==> config.mk <==
export PLATFORM = sky130hd
export DESIGN_NAME = fco_bitslip_align
export DESIGN_NICKNAME = d
export VERILOG_FILES = /design/src/rtl/fco_bitslip_align.sv
export SDC_FILE = /design/constraint.sdc
export NUM_CORES = 1
export LEC_CHECK = 0
export ABC_AREA = 1
export CAP_MARGIN = 20
export CELL_PAD_IN_SITES_DETAIL_PLACEMENT = 0
export CELL_PAD_IN_SITES_GLOBAL_PLACEMENT = 2
export CORE_ASPECT_RATIO = 1.4
export CORE_UTILIZATION = 26
export DETAILED_ROUTE_END_ITERATION = 6
export HOLD_SLACK_MARGIN = 0.02
export PLACE_DENSITY = 0.73
export SLEW_MARGIN = 20
export SYNTH_ARGS = -nofsm -noshare
export SYNTH_HDL_FRONTEND = slang
export SYNTH_SLANG_ARGS = --single-unit
==> constraint.sdc <==
create_clock -name CLKDIV -period 1.4 [get_ports CLKDIV]
set_clock_uncertainty 0.15 [all_clocks]
set_input_delay 0.14 -clock CLKDIV [delete_from_list [all_inputs] [get_ports CLKDIV]]
set_output_delay 0.14 -clock CLKDIV [all_outputs]
set_load 0.1 [all_outputs]
==> src/rtl/fco_bitslip_align.sv <==
// Frame-clock word aligner: slips the FCO ISERDES until the deserialised word
// equals PATTERN for LOCK_CHECKS cycles, then watches for sustained loss.
module fco_bitslip_align #(
  parameter int                WIDTH       = 8,
  parameter logic [WIDTH-1:0]  PATTERN     = 8'hF0,
  parameter int                SETTLE      = 8,
  parameter int                LOCK_CHECKS = 4,
  parameter int                MAX_SLIPS   = 8,
  parameter int                LOSS_THRESH = 2
) (
  input  logic                             CLKDIV,
  input  logic                             rst,
  input  logic                             restart,
  input  logic [WIDTH-1:0]                 fco_data,
  output logic                             bslip,
  output logic                             aligned,
  output logic                             align_err,
  output logic                             lock_lost,
  output logic [$clog2(MAX_SLIPS+1)-1:0]   slip_count
);

  localparam int WW = $clog2(SETTLE);
  localparam int MW = $clog2(LOCK_CHECKS + 1);
  localparam int LW = $clog2(LOSS_THRESH + 1);
  localparam int SW = $clog2(MAX_SLIPS + 1);

  localparam logic [WW-1:0] WAIT_LAST  = WW'(SETTLE - 1);
  localparam logic [MW-1:0] MATCH_LAST = MW'(LOCK_CHECKS - 1);
  localparam logic [MW-1:0] MATCH_FULL = MW'(LOCK_CHECKS);
  localparam logic [LW-1:0] MISS_LAST  = LW'(LOSS_THRESH - 1);
  localparam logic [SW-1:0] SLIP_MAX   = SW'(MAX_SLIPS);

  typedef enum logic [2:0] {
    ST_STARTUP = 3'd0,
    ST_POLL    = 3'd1,
    ST_SLIP    = 3'd2,
    ST_LOCKED  = 3'd3,
    ST_FAIL    = 3'd4
  } state_t;

  state_t        state_q;
  logic [WW-1:0] wait_cnt_q;
  logic [MW-1:0] match_cnt_q;
  logic [LW-1:0] miss_cnt_q;
  logic [SW-1:0] slip_cnt_q;
  logic          bslip_q, aligned_q, align_err_q, lock_lost_q;
  logic          hit;

  assign hit = (fco_data == PATTERN);

  // Outputs are all registered; fco_data only ever reaches flops.
  always_ff @(posedge CLKDIV) begin
    if (rst || restart) begin
      state_q     <= ST_STARTUP;
      wait_cnt_q  <= '0;
      match_cnt_q <= '0;
      miss_cnt_q  <= '0;
      slip_cnt_q  <= '0;
      bslip_q     <= 1'b0;
      aligned_q   <= 1'b0;
      align_err_q <= 1'b0;
      lock_lost_q <= 1'b0;
    end else begin
      bslip_q     <= 1'b0;
      lock_lost_q <= 1'b0;
      case (state_q)
        ST_STARTUP: begin
          if (wait_cnt_q == WAIT_LAST) begin
            state_q     <= ST_POLL;
            wait_cnt_q  <= '0;
            match_cnt_q <= '0;
          end else begin
            wait_cnt_q <= wait_cnt_q + 1'b1;
          end
        end
        ST_POLL: begin
          if (hit) begin
            if (match_cnt_q == MATCH_LAST) begin
              state_q     <= ST_LOCKED;
              match_cnt_q <= MATCH_FULL;
              miss_cnt_q  <= '0;
              aligned_q   <= 1'b1;
            end else begin
              match_cnt_q <= match_cnt_q + 1'b1;
            end
          end else if (slip_cnt_q != SLIP_MAX) begin
            state_q     <= ST_SLIP;
            slip_cnt_q  <= slip_cnt_q + 1'b1;
            match_cnt_q <= '0;
            wait_cnt_q  <= '0;
            bslip_q     <= 1'b1;
          end else begin
            state_q     <= ST_FAIL;
            align_err_q <= 1'b1;
          end
        end
        // Hold off sampling while the ISERDES output settles after a slip.
        ST_SLIP: begin
          if (wait_cnt_q == WAIT_LAST) begin
            state_q     <= ST_POLL;
            wait_cnt_q  <= '0;
            match_cnt_q <= '0;
          end else begin
            wait_cnt_q <= wait_cnt_q + 1'b1;
          end
        end
        ST_LOCKED: begin
          if (hit) begin
            miss_cnt_q <= '0;
          end else if (miss_cnt_q == MISS_LAST) begin
            state_q     <= ST_POLL;
            miss_cnt_q  <= '0;
            match_cnt_q <= '0;
            slip_cnt_q  <= '0;
            aligned_q   <= 1'b0;
            lock_lost_q <= 1'b1;
          end else begin
            miss_cnt_q <= miss_cnt_q + 1'b1;
          end
        end
        ST_FAIL: begin
          align_err_q <= 1'b1;
        end
        default: begin
          state_q     <= ST_STARTUP;
          wait_cnt_q  <= '0;
          match_cnt_q <= '0;
          miss_cnt_q  <= '0;
          slip_cnt_q  <= '0;
          aligned_q   <= 1'b0;
          align_err_q <= 1'b0;
        end
      endcase
    end
  end

  assign bslip      = bslip_q;
  assign aligned    = aligned_q;
  assign align_err  = align_err_q;
  assign lock_lost  = lock_lost_q;
  assign slip_count = slip_cnt_q;

endmodule
* After elaboration in Yosys (flattened, before gate mapping) *
Index checks and enable logic that the tools add are counted.

cells by class
  muxes and demuxes = 37
  reductions and logical operators = 15
  equal/unequal tests = 19
  $add $sub $neg = 4
  bitwise logic cells = 6

operator list
  kind                 number
  $mux 3               14
  $pmux 3 s4           2
  $reduce_and 5->1     4
  $mux 4               4
  $ne 2x2->1 const B   7
  $pmux 4 s3           1
  $reduce_or 3->1      4
  $eq 3x2->1 const B   3
  $pmux 3 s3           1
  $reduce_and 3->1     3
  $eq 8x8->1 const B   1
  $mux 1               8
  $mux 2               4
  $add 3x1->3 const B  2
  $eq 3x3->1 const B   2
  $ne 3x3->1 const B   2
  $not 1->1            6
  $pmux 1 s3           2
  $pmux 2 s3           1
  $add 4x1->4 const B  1
  $ne 4x4->1 const B   1
  $reduce_or 2->1      2
  $eq 3x1->1 const B   1
  $logic_not 3->1      1
  4 further kinds      4

storage, ports and cells
  output and inout port bits = 8
  bits of input ports = 11
  flip-flop bits (word level) = 19

* Depth between registers and ports, before layout *
  depth in word-level cells = 4
  depth in mapped cells = 11

* Least setup slack after synthesis *
Ideal clock, no wire load.

  kind = reg2reg
  start = reg slip_cnt_q[0] (netlist: slip_count[0])
  end = reg slip_cnt_q[0] (netlist: slip_count[0])
  data required time = 1.133 ns
  buffers on the path = 0
  arrival time = 2.034 ns
  setup slack = -0.901 ns
  cell stages (with the launch flop) = 11
  library setup time = 0.117 ns
  path through = dfxtp_1 inv_1 ha_1 nand2_1 nor2_1 nand2_1 nand2_1 nor2_4 nand2_1 nand2_1 nor2_1

on the way
  longest elaborated chain between the ends = 4

RTL lines
  what                      line  source
  start: declaration        45    logic [SW-1:0] slip_cnt_q;
  start signal: assignment  88    slip_cnt_q <= slip_cnt_q + 1'b1;
  $add 4x1->4               88
  $mux 4                    86    end else if (slip_cnt_q != SLIP_MAX) begin
  $mux 4                    77    if (hit) begin
  $pmux 4 s3                66    case (state_q)

Parallel ways exist; a longest one is shown, timed or not. The select of a mux whose other input is x is not followed.
A chain may end at the register's enable or synchronous reset.

* Worst setup path after layout *
  start = reg wait_cnt_q[1]
  end = reg match_cnt_q[0]

on the way
  longest elaborated chain between the ends = 3

RTL lines
  what                        line    source
  start: declaration          42      logic [WW-1:0] wait_cnt_q;
  start signal: assignment    73      wait_cnt_q <= wait_cnt_q + 1'b1;
  start signal: assignment    104     wait_cnt_q <= wait_cnt_q + 1'b1;
  $eq 3x3->1                  68, 99
  $ne 2x1->1 (no line)        --
  $reduce_and 5->1 (no line)  --
  end signal: assignment      84      match_cnt_q <= match_cnt_q + 1'b1;
  end: declaration            43      logic [MW-1:0] match_cnt_q;

No other way between the ends.

==> results_dict.tcl <==
set metrics [dict create \
    worst_ep_required_time_ns 1.40 \
    final_nets 229 \
    drt_iter0_markers 34 \
    wire_per_inst_um 11.5 \
    whs_endpoint "match_cnt_q[0]$_SDFFE_PP0P_" \
    syn-cell-area_um2 1110 \
    relSlewSlack 0.852 \
    vdd_drop_max_mv 0.451 \
    setup_viol 15 \
    cp_max_fo 6 \
    fin_util 0.481 \
    synth_cell_types 23 \
    synthAdderAreaFrac 0.0679 \
    portBuffers 18 \
    dpl_worst_slack_ns -0.441 \
    r2r-end "match_cnt_q[0]$_SDFFE_PP0P_" \
    gr-usage-all-layers 0.145 \
    area_growth_pct 74.9 \
    drc_errors 6 \
    first_pass_iters 6 \
    numCtsBuffers 3 \
    dr_total_vias 1150 \
    synth_top_family_by_area "simple AND/OR/NAND/NOR gates" \
    hold_depth 8 \
    synth_compound_area_frac 0.0848 \
    min_from "fco_data[1]" \
    n_antenna_cell 0 \
    drive_gt1_frac 0.512 \
    drv_slew 0 \
    antenna_found_initial 0 \
    syn_avg_cell_area_um2 7.14 \
    grt_pass1_wl_um 5180 \
    max_slew.worst_pin.slew_ns 0.220 \
    reg2reg_slack_ns -0.12 \
    seq_area_frac_synth 0.344 \
    cts_tree "yes" \
    min_period_ns 1.52 \
    r2r_start "wait_cnt_q[1]$_SDFFE_PP0P_" \
    hold_viol 0 \
    hp-class "in2reg" \
    critPathCaptureType "flop" \
    p_leak_nw 0.789 \
    synth_cells 155 \
    ys_ff_latch 19 \
    synthSimpleGateAreaFrac 0.420 \
    rr_worst_depth 11 \
    htreeDepth 1 \
    grt_pass1_vias 1198 \
    routabilityCongestion 0.814 \
    start_util 0.275 \
    core-area_um2 4020 \
    ant_nets 0 \
    nFillCells 421 \
    setup_ws_ns -0.118 \
    root_buffer "clkbuf_8" \
    synth_xor_area_frac 0.00792 \
    fmax_mhz 659 \
    power_density_nw_per_um2 521 \
    overflow 0 \
    syn-num-nets 172 \
    grt_max_degree 11 \
    finalCritPeriodShare 1.08 \
    violations "design-rule violations, negative setup slack" \
    clk_latency_ns 0.25 \
    hpwl_um 2220 \
    whs_ns 0.218 \
    arrival_ns 1.52 \
    die_w_um 57.1 \
    path_clk_slew_ns 0.07 \
    die_area_um2 4520 \
    rsz0062_at_grt "true" \
    cts_buffer_depth 2 \
    synthMuxAreaShare 0 \
    synth-warning-count 0 \
    num_rows 27 \
    status "finished with violations" \
    cap_violations 0 \
    cp-start-kind "flop" \
    wirelength_um 2930 \
    vias_per_cell 4.53 \
    ios 19 \
    critPathKind "reg2reg" \
    die_y_um 79.2 \
    cts_sinks 19 \
]
## report_power, final
group	internal, W	leakage, nW	switching, W
logic	0.0000470	0.606	0.0000405
registers	0.000535	0.160	0.00000287
clock network	0.000202	0.0228	0.000181
## cell usage after synthesis
cell / n / share of area
a21oi_2: 1 / 0.0079
nand2_4: 1 / 0.010
a21oi_1: 9 / 0.041
dfxtp_1: 19 / 0.34
nand2_1: 34 / 0.12
nor4_1: 2 / 0.011
nand2_2: 2 / 0.011
nor3_1: 2 / 0.0091
ha_1: 6 / 0.068
nand3_1: 1 / 0.0045
buf_2: 1 / 0.0045
o21ai_0: 4 / 0.018
o21ai_1: 4 / 0.018
xnor2_1: 1 / 0.0079
inv_1: 18 / 0.061
nor2_4: 5 / 0.051
nor2_2: 3 / 0.017
or2_0: 1 / 0.0057
nand4_1: 6 / 0.034
inv_2: 3 / 0.010
nand3_4: 2 / 0.032
nor2_1: 27 / 0.092
nand3_2: 3 / 0.027
## metal layers
metal,vias to the layer above,global-route usage,routed length [um]
met1,520,0.155,1200
li1,608,-,-
met2,18,0.282,1580
met3,4,0.0244,100
met4,0,0.0439,40
met5,-,0,0
## worst max-delay path by stage
stage	from	endpoint	slack (ns)
floorplan	slip_count[0]$_SDFFE_PP0P_	slip_count[3]$_SDFFE_PP0P_	-0.19
global placement	fco_data[0]	miss_cnt_q[1]$_SDFFE_PP0P_	-0.38
detailed placement	fco_data[3]	miss_cnt_q[0]$_SDFFE_PP0P_	-0.44
CTS	wait_cnt_q[0]$_SDFFE_PP0P_	match_cnt_q[2]$_SDFFE_PP0P_	-0.12
global route	wait_cnt_q[0]$_SDFFE_PP0P_	match_cnt_q[0]$_SDFFE_PP0P_	-0.20
finish	wait_cnt_q[1]$_SDFFE_PP0P_	match_cnt_q[0]$_SDFFE_PP0P_	-0.12
## placed cells by master (no fill, tap or decap), types with 5 or more instances in the layout
cell type,netlist,layout
buf_4,0,30
nand2_1,34,23
nor2_1,27,23
inv_2,3,12
inv_1,18,9
nand2_2,2,9
nor2_4,5,9
a21oi_1,9,9
dfxtp_1,19,8
buf_12,0,8
dfxtp_2,0,7
nand4_1,6,6
nand2_4,1,5
buf_6,0,5
## logic make-up (layout without fill, tap and decap cells)
kind of cell | count (synthesis) | in the layout
xor gates and xnor gates | 1 | 1
DFF | 19 | 19
adders and majority gates | 6 | 6
buffers and inverters | 22 | 78
AOI/OAI and AO/OA | 18 | 18
and+or+nand+nor | 89 | 89
## worst max-delay path, stage by stage (launching register included)
cell and delay, ns:
dfxtp_2 0.35, ha_4 0.15, ha_4 0.12, inv_2 0.03, nand2_2 0.07, nand2_2 0.06, inv_2 0.07, nand3_4 0.10
nor2_4 0.16, nand2_1 0.07, nand2_1 0.05, nor2_1 0.03
## sequential cells by signal (all words and copies together), names as in the netlist
register,cells
bslip,1
align_err,1
lock_lost,1
state_q,3
aligned,1
wait_cnt_q,3
miss_cnt_q,2
slip_count,4
match_cnt_q,3
## final cells by class
| type | count | area [um^2] | share of cell area |
|---|---|---|---|
| tap | 43 | 53.8 | 0.0278 |
| clock buffer | 4 | 45.0 | 0.0233 |
| sequential | 19 | 404 | 0.209 |
| inverter | 21 | 78.8 | 0.0408 |
| timing repair buffer | 53 | 549 | 0.284 |
| multi-input combinational | 114 | 803 | 0.415 |
## metrics by stage
| step | setup TNS [ns] | cell area, um^2 | cells | total power [W] |
|---|---|---|---|---|
| floorplan | -1.82 | 1150 | 155 | 0.000580 |
| global placement | -5.64 | 1660 | 242 | 0.000627 |
| detailed placement | -6.15 | 1660 | 242 | 0.000629 |
| CTS | -1.02 | 1900 | 253 | 0.00104 |
| global route | -2.57 | 1930 | 254 | 0.00106 |
| finish | -1.04 | 1930 | 254 | 0.00101 |
## what timing repair did
action                                  4_1_cts  5_1_grt
hold buffers                                  0        0
endpoints found under the setup margin       17       18
resized for setup                            40       13
pin swaps                                    19       13
setup buffers                                 7        1
Note: power is estimated with default switching activity, not from simulation.
